## src/rtl/sl_stripe_source.sv

```systemverilog
// Structured-light stripe source: plays white, black, 10 Gray-code planes
// and 10 inverted planes, each held HOLD_FRAMES frames, with a camera trigger.
// Ports: clock_pixel/reset (sync, active-high), iSyncV (active-low vsync from
// the output stage), iStart; oRed/oGreen/oBlue pixel data, oPatIdx, oTrigger,
// oBusy, oDone, oLocked. Raster geometry defaults to the 800x525 timing.
module sl_stripe_source #(
  parameter int unsigned HOLD_FRAMES  = 4,
  parameter logic [23:0] STRIPE_COLOR = 24'hFFFFFF,
  parameter int unsigned H_TOTAL      = 800,
  parameter int unsigned V_TOTAL      = 525,
  parameter int unsigned H_ACTIVE     = 640,
  parameter int unsigned V_ACTIVE     = 480,
  parameter int unsigned SYNC_LINE    = 490
) (
  input  logic       clock_pixel,
  input  logic       reset,
  input  logic       iSyncV,
  input  logic       iStart,
  output logic [7:0] oRed,
  output logic [7:0] oGreen,
  output logic [7:0] oBlue,
  output logic [4:0] oPatIdx,
  output logic       oTrigger,
  output logic       oBusy,
  output logic       oDone,
  output logic       oLocked
);

  localparam logic [9:0] X_LAST = 10'(H_TOTAL - 1);
  localparam logic [9:0] Y_LAST = 10'(V_TOTAL - 1);
  localparam logic [9:0] X_ACT  = 10'(H_ACTIVE);
  localparam logic [9:0] Y_ACT  = 10'(V_ACTIVE);
  localparam logic [9:0] Y_SYNC = 10'(SYNC_LINE);
  localparam logic [3:0] F_LAST = 4'(HOLD_FRAMES - 1);

  typedef enum logic [1:0] {IDLE, ARM, RUN, DONE} state_t;

  state_t      state, state_n;
  logic [9:0]  x, y;
  logic        prev, locked;
  logic [4:0]  idx, idx_n;
  logic [3:0]  fcnt, fcnt_n;
  logic        trig, trig_n;
  logic [23:0] rgb;
  logic        sync_edge, frame_start;
  logic [9:0]  gray;
  logic [3:0]  bsel;
  logic        sbit, active;

  assign sync_edge   = prev & ~iSyncV;
  // A reload on the same edge suppresses the frame start.
  assign frame_start = ~sync_edge & (x == X_LAST) & (y == Y_LAST);
  assign active      = (x < X_ACT) && (y < Y_ACT);
  assign gray        = x ^ {1'b0, x[9:1]};

  always_ff @(posedge clock_pixel) begin
    if (reset) begin
      x      <= '0;
      y      <= '0;
      prev   <= 1'b1;
      locked <= 1'b0;
    end else begin
      prev <= iSyncV;
      if (sync_edge) begin
        // Output stage column is 2 by the time this edge completes.
        x      <= 10'd2;
        y      <= Y_SYNC;
        locked <= 1'b1;
      end else if (x == X_LAST) begin
        x <= '0;
        y <= (y == Y_LAST) ? '0 : y + 10'd1;
      end else begin
        x <= x + 10'd1;
      end
    end
  end

  always_comb begin
    sbit = 1'b0;
    bsel = '0;
    if (idx == 5'd0) begin
      sbit = 1'b1;
    end else if (idx == 5'd1) begin
      sbit = 1'b0;
    end else if (idx <= 5'd11) begin
      bsel = 4'(5'd11 - idx);
      sbit = gray[bsel];
    end else begin
      bsel = 4'(5'd21 - idx);
      sbit = ~gray[bsel];
    end
  end

  always_comb begin
    state_n = state;
    idx_n   = idx;
    fcnt_n  = fcnt;
    trig_n  = 1'b0;
    unique case (state)
      IDLE: begin
        idx_n  = '0;
        fcnt_n = '0;
        if (iStart && locked) state_n = ARM;
      end
      ARM: begin
        if (frame_start) begin
          state_n = RUN;
          idx_n   = '0;
          fcnt_n  = '0;
        end
      end
      RUN: begin
        if (frame_start) begin
          if (fcnt == F_LAST) begin
            fcnt_n = '0;
            if (idx == 5'd21) state_n = DONE;
            else              idx_n   = idx + 5'd1;
          end else begin
            fcnt_n = fcnt + 4'd1;
            trig_n = (fcnt == 4'd0);
          end
        end
      end
      DONE: begin
        state_n = IDLE;
        idx_n   = '0;
      end
      default: state_n = IDLE;
    endcase
  end

  always_ff @(posedge clock_pixel) begin
    if (reset) begin
      state <= IDLE;
      idx   <= '0;
      fcnt  <= '0;
      trig  <= 1'b0;
      rgb   <= '0;
    end else begin
      state <= state_n;
      idx   <= idx_n;
      fcnt  <= fcnt_n;
      trig  <= trig_n;
      rgb   <= (state == RUN && active && sbit) ? STRIPE_COLOR : '0;
    end
  end

  assign {oRed, oGreen, oBlue} = rgb;
  assign oPatIdx  = idx;
  assign oTrigger = trig;
  assign oBusy    = (state == ARM) || (state == RUN);
  assign oDone    = (state == DONE);
  assign oLocked  = locked;

endmodule
```

## config.mk

```make
export PLATFORM = sky130hd
export DESIGN_NAME = sl_stripe_source
export DESIGN_NICKNAME = d
export VERILOG_FILES = /design/src/rtl/sl_stripe_source.sv
export SDC_FILE = /design/constraint.sdc
export NUM_CORES = 1
export LEC_CHECK = 0
export ABC_AREA = 1
export BUFFER_PORTS_ARGS = -buffer_cell sky130_fd_sc_hd__buf_2
export CAP_MARGIN = 10
export CELL_PAD_IN_SITES_DETAIL_PLACEMENT = 0
export CELL_PAD_IN_SITES_GLOBAL_PLACEMENT = 1
export CORE_MARGIN = 2
export CORE_UTILIZATION = 41
export DETAILED_ROUTE_END_ITERATION = 7
export PLACE_DENSITY_LB_ADDON = 0.1
export SLEW_MARGIN = 10
export SYNTH_ARGS = -nofsm -noshare
export SYNTH_HDL_FRONTEND = slang
export SYNTH_SLANG_ARGS = --single-unit
export TNS_END_PERCENT = 100
```

## constraint.sdc

```tcl
create_clock -name clock_pixel -period 1.8 [get_ports clock_pixel]
set_input_delay 0.27 -clock clock_pixel [delete_from_list [all_inputs] [get_ports clock_pixel]]
set_output_delay 0.27 -clock clock_pixel [all_outputs]
set_load 0.02 [all_outputs]
```

==> key figures <==
Routing
  • Vias: ~2200
  • TritonRoute pass-1 iters: 4
  • Wire per inst: 11.5 um
  • Routed wire length: 5.31 mm
  • Post-route ant nets: 0
  • Starting DRT DRC Count: 61
  • Vias per cell: between 4 and 5
  • Drt drc: 0

Global routing
  • First-pass GRT wire length: 8.93 mm
  • Grt total ovfl: 0
  • Initial antenna violation count: 0
  • Total track usage: 16.9%
  • Vias in the first global route: approximately 2000
  • Pin count of the biggest net entering global routing: 25

Setup path
  • Critical path data required time: between 2000 and 2500 ps
  • Flop-to-flop setup slack: 160 ps
  • Worst reg2reg startpoint: x[3]
  • CP Launch Type: register
  • Critical setup path kind: register to register
  • CP Capture Type: register
  • R2r endpoint: y[3]
  • Worst R2R Path Depth: 7
  • CP Max Fanout: 11
  • Critical Path AT: 1850 ps

Layout
  • Share of cells above drive strength 1: between 10% and 20%
  • Synth-to-Final Area Change: 11.9%
  • N_diodes: 0
  • Final #Nets: 421

Placed design
  • Dpl hpwl: around 4.1 mm
  • Buffers on Ports: 36
  • GPL Wtd Cong: 0.831

CTS
  • # hold bufs at CTS: 0
  • CTS tree: built
  • Clock Path Buffers: 2
  • Num CTS Buffers: 5
  • CTS Sinks: 35
  • Htree depth: 2
  • Root Buffer: clkbuf_8
  • Worst skew pair latency: 280 ps
  • Clock transition at path regs: about 70 ps

Synthesis
  • Synth unique cells: 33
  • Synth Register Bits: 35
  • Synth top area share: 27.7%
  • Mapped Cells: 358
  • Sequential-to-total area share from yosys stat: 27.7%
  • Largest area contributor in the netlist: dfxtp_1
  • Synth Cell Area: ~2500 um^2
  • Synthesized Nets: 392
  • Synth Area per Inst: 7.06 um^2
  • Ys Warns: 0
  • Synth top area cells: dfxtp_1 28%, ha_1 15%, nand2_1 11%, inv_1 7.0%, buf_4 6.8%

Min path
  • HP Class: input port to register
  • Hold path depth: 3
  • Hold_sp: iSyncV
  • Hold Path Sink: prev

STA
  • Final setup violating endpoints: 0
  • Final Hold Viols: 0
  • Peak Freq: 608 MHz
  • RSZ-0062 raised after global routing: false
  • Clock skew: ~3.8 ps
  • Max-slew headroom: 63.3%
  • TNS Setup: 0 ps
  • Period utilisation layout: 91.4%
  • Worst Max-Slew Pin Slew: approximately 550 ps
  • Final worst path period need: 1640 ps
  • Max-slew violations: 0

Floorplanning
  • Core ar.: 5960 um^2
  • IO Count: 37
  • Die Ht: a little over 80 um
  • Die ar.: 6810 um^2
  • Die width: 82.5 um
  • Rows: 28
  • Initial Util: 42.5%

Power
  • Leak Pwr: 1.42 nW
  • Worst IR drop on VDD: roughly 520 uV
  • Pwr Total: approximately 2.7 mW
  • Pwr/cell area: 945 nW/um^2

Outcome
  • Status: finished clean

Job
  • Maximum Capacitance Violations: 0
## cell families after synthesis
group	synth area share (%)
simple gates	29.5
compound gates	7.77
buf+inv	16.0
fa+ha+maj	14.8
flops	27.7
xor+xnor	4.16
## report_power, final
part | switching (mW) | internal (mW) | total [mW]
combinational | 0.635 | 0.377 | 1.01
sequential | 0.0910 | 0.840 | 0.931
clock | 0.283 | 0.448 | 0.731
## critical path, cell delays in order (launching register included)
cell	delay, ps
dfxtp_1	400
ha_1	230
nand2_2	120
nor2_8	160
inv_2	110
nor2_1	250
o211ai_1	140
a21oi_1	150
## sequential cells by signal (all words and copies together) (netlist names)
name      count
x            10
y            10
oPatIdx       5
fcnt          4
state         2
oLocked       1
oTrigger      1
prev          1
rgb           1
## cells in the mapped netlist
library cell / n
nand2_1: 75
inv_1: 47
dfxtp_1: 35
nand3_1: 32
nor2_1: 32
ha_1: 30
a21oi_1: 29
buf_4: 23
xor2_1: 9
o21ai_0: 6
nand4_1: 5
nor3_1: 5
clkbuf_1: 3
nor4_1: 3
or2_2: 3
xnor2_1: 3
buf_2: 2
and3_1: 1
buf_1: 1
buf_6: 1
buf_8: 1
inv_2: 1
nand2_2: 1
nand2_4: 1
nand3_2: 1
nand3b_1: 1
nand4_2: 1
nor2_8: 1
nor3_2: 1
nor3b_1: 1
o211ai_1: 1
o21bai_1: 1
o22ai_1: 1
## through the flow
| step | setup WS (ps) | instance area [um^2] | instances | hold WS, ps | util [%] |
|---|---|---|---|---|---|
| floorplan | 55.2 | 2530 | 358 | 367 | - |
| global placement | 194 | 2680 | 451 | 446 | 44.9 |
| detailed placement | 149 | 2680 | 451 | 460 | 44.9 |
| CTS | 136 | 2790 | 459 | 169 | 46.9 |
| global route | 19.9 | 2830 | 463 | 190 | 47.5 |
| finish | 155 | 2830 | 463 | 177 | 47.5 |
## cells in the final DEF (no fill, tap or decap), types with 5 or more instances in the layout
master,instances
inv_1,47
buf_2,36
a21oi_1,29
clkbuf_8,6
nand2_1,75
nand3_1,32
buf_4,17
nor2_1,32
dfxtp_1,32
ha_1,29
nand4_1,5
xor2_1,9
nor3_1,5
o21ai_0,6
## area by class of cell
class / instances / area [um^2]
Inverter: 48 / 180
Clock inverter: 2 / 35.0
Clock buffer: 6 / 82.6
Timing Repair Buffer: 53 / 308
Multi-Input combinational cell: 244 / 1430
Tap cell: 75 / 93.8
Sequential cell: 35 / 704
Fill cell: 627 / 3130
## how the worst max path moves through the flow
| stage | slack (ps) | to | depth (start not counted) | startpoint |
|---|---|---|---|---|
| after floorplan | 60 | rgb[22] | 10 | oPatIdx[2] |
| after global placement | 190 | oPatIdx[3] | 8 | x[9] |
| final | 160 | y[3] | 7 | x[3] |
| after detailed placement | 150 | oPatIdx[4] | 8 | x[8] |
| after CTS | 140 | oPatIdx[4] | 8 | x[8] |
| after global routing | 20 | oPatIdx[1] | 9 | x[0] |
## timing repair
action / CTS / global route
resized for setup: 0 / 4
setup endpoints to repair: 0 / 7
setup buffers: 0 / 4
## routing by layer
| metal | track usage [%] | wire length (um) | vias up |
|---|---|---|---|
| li1 | - | - | 1180 |
| met1 | 22.0 | 2700 | 964 |
| met2 | 28.0 | 2390 | 43 |
| met3 | 3.70 | 184 | 2 |
| met4 | 4.92 | 27 | 0 |
| met5 | 0 | 0 | - |
No activity file was read; power rests on OpenSTA's default activity.
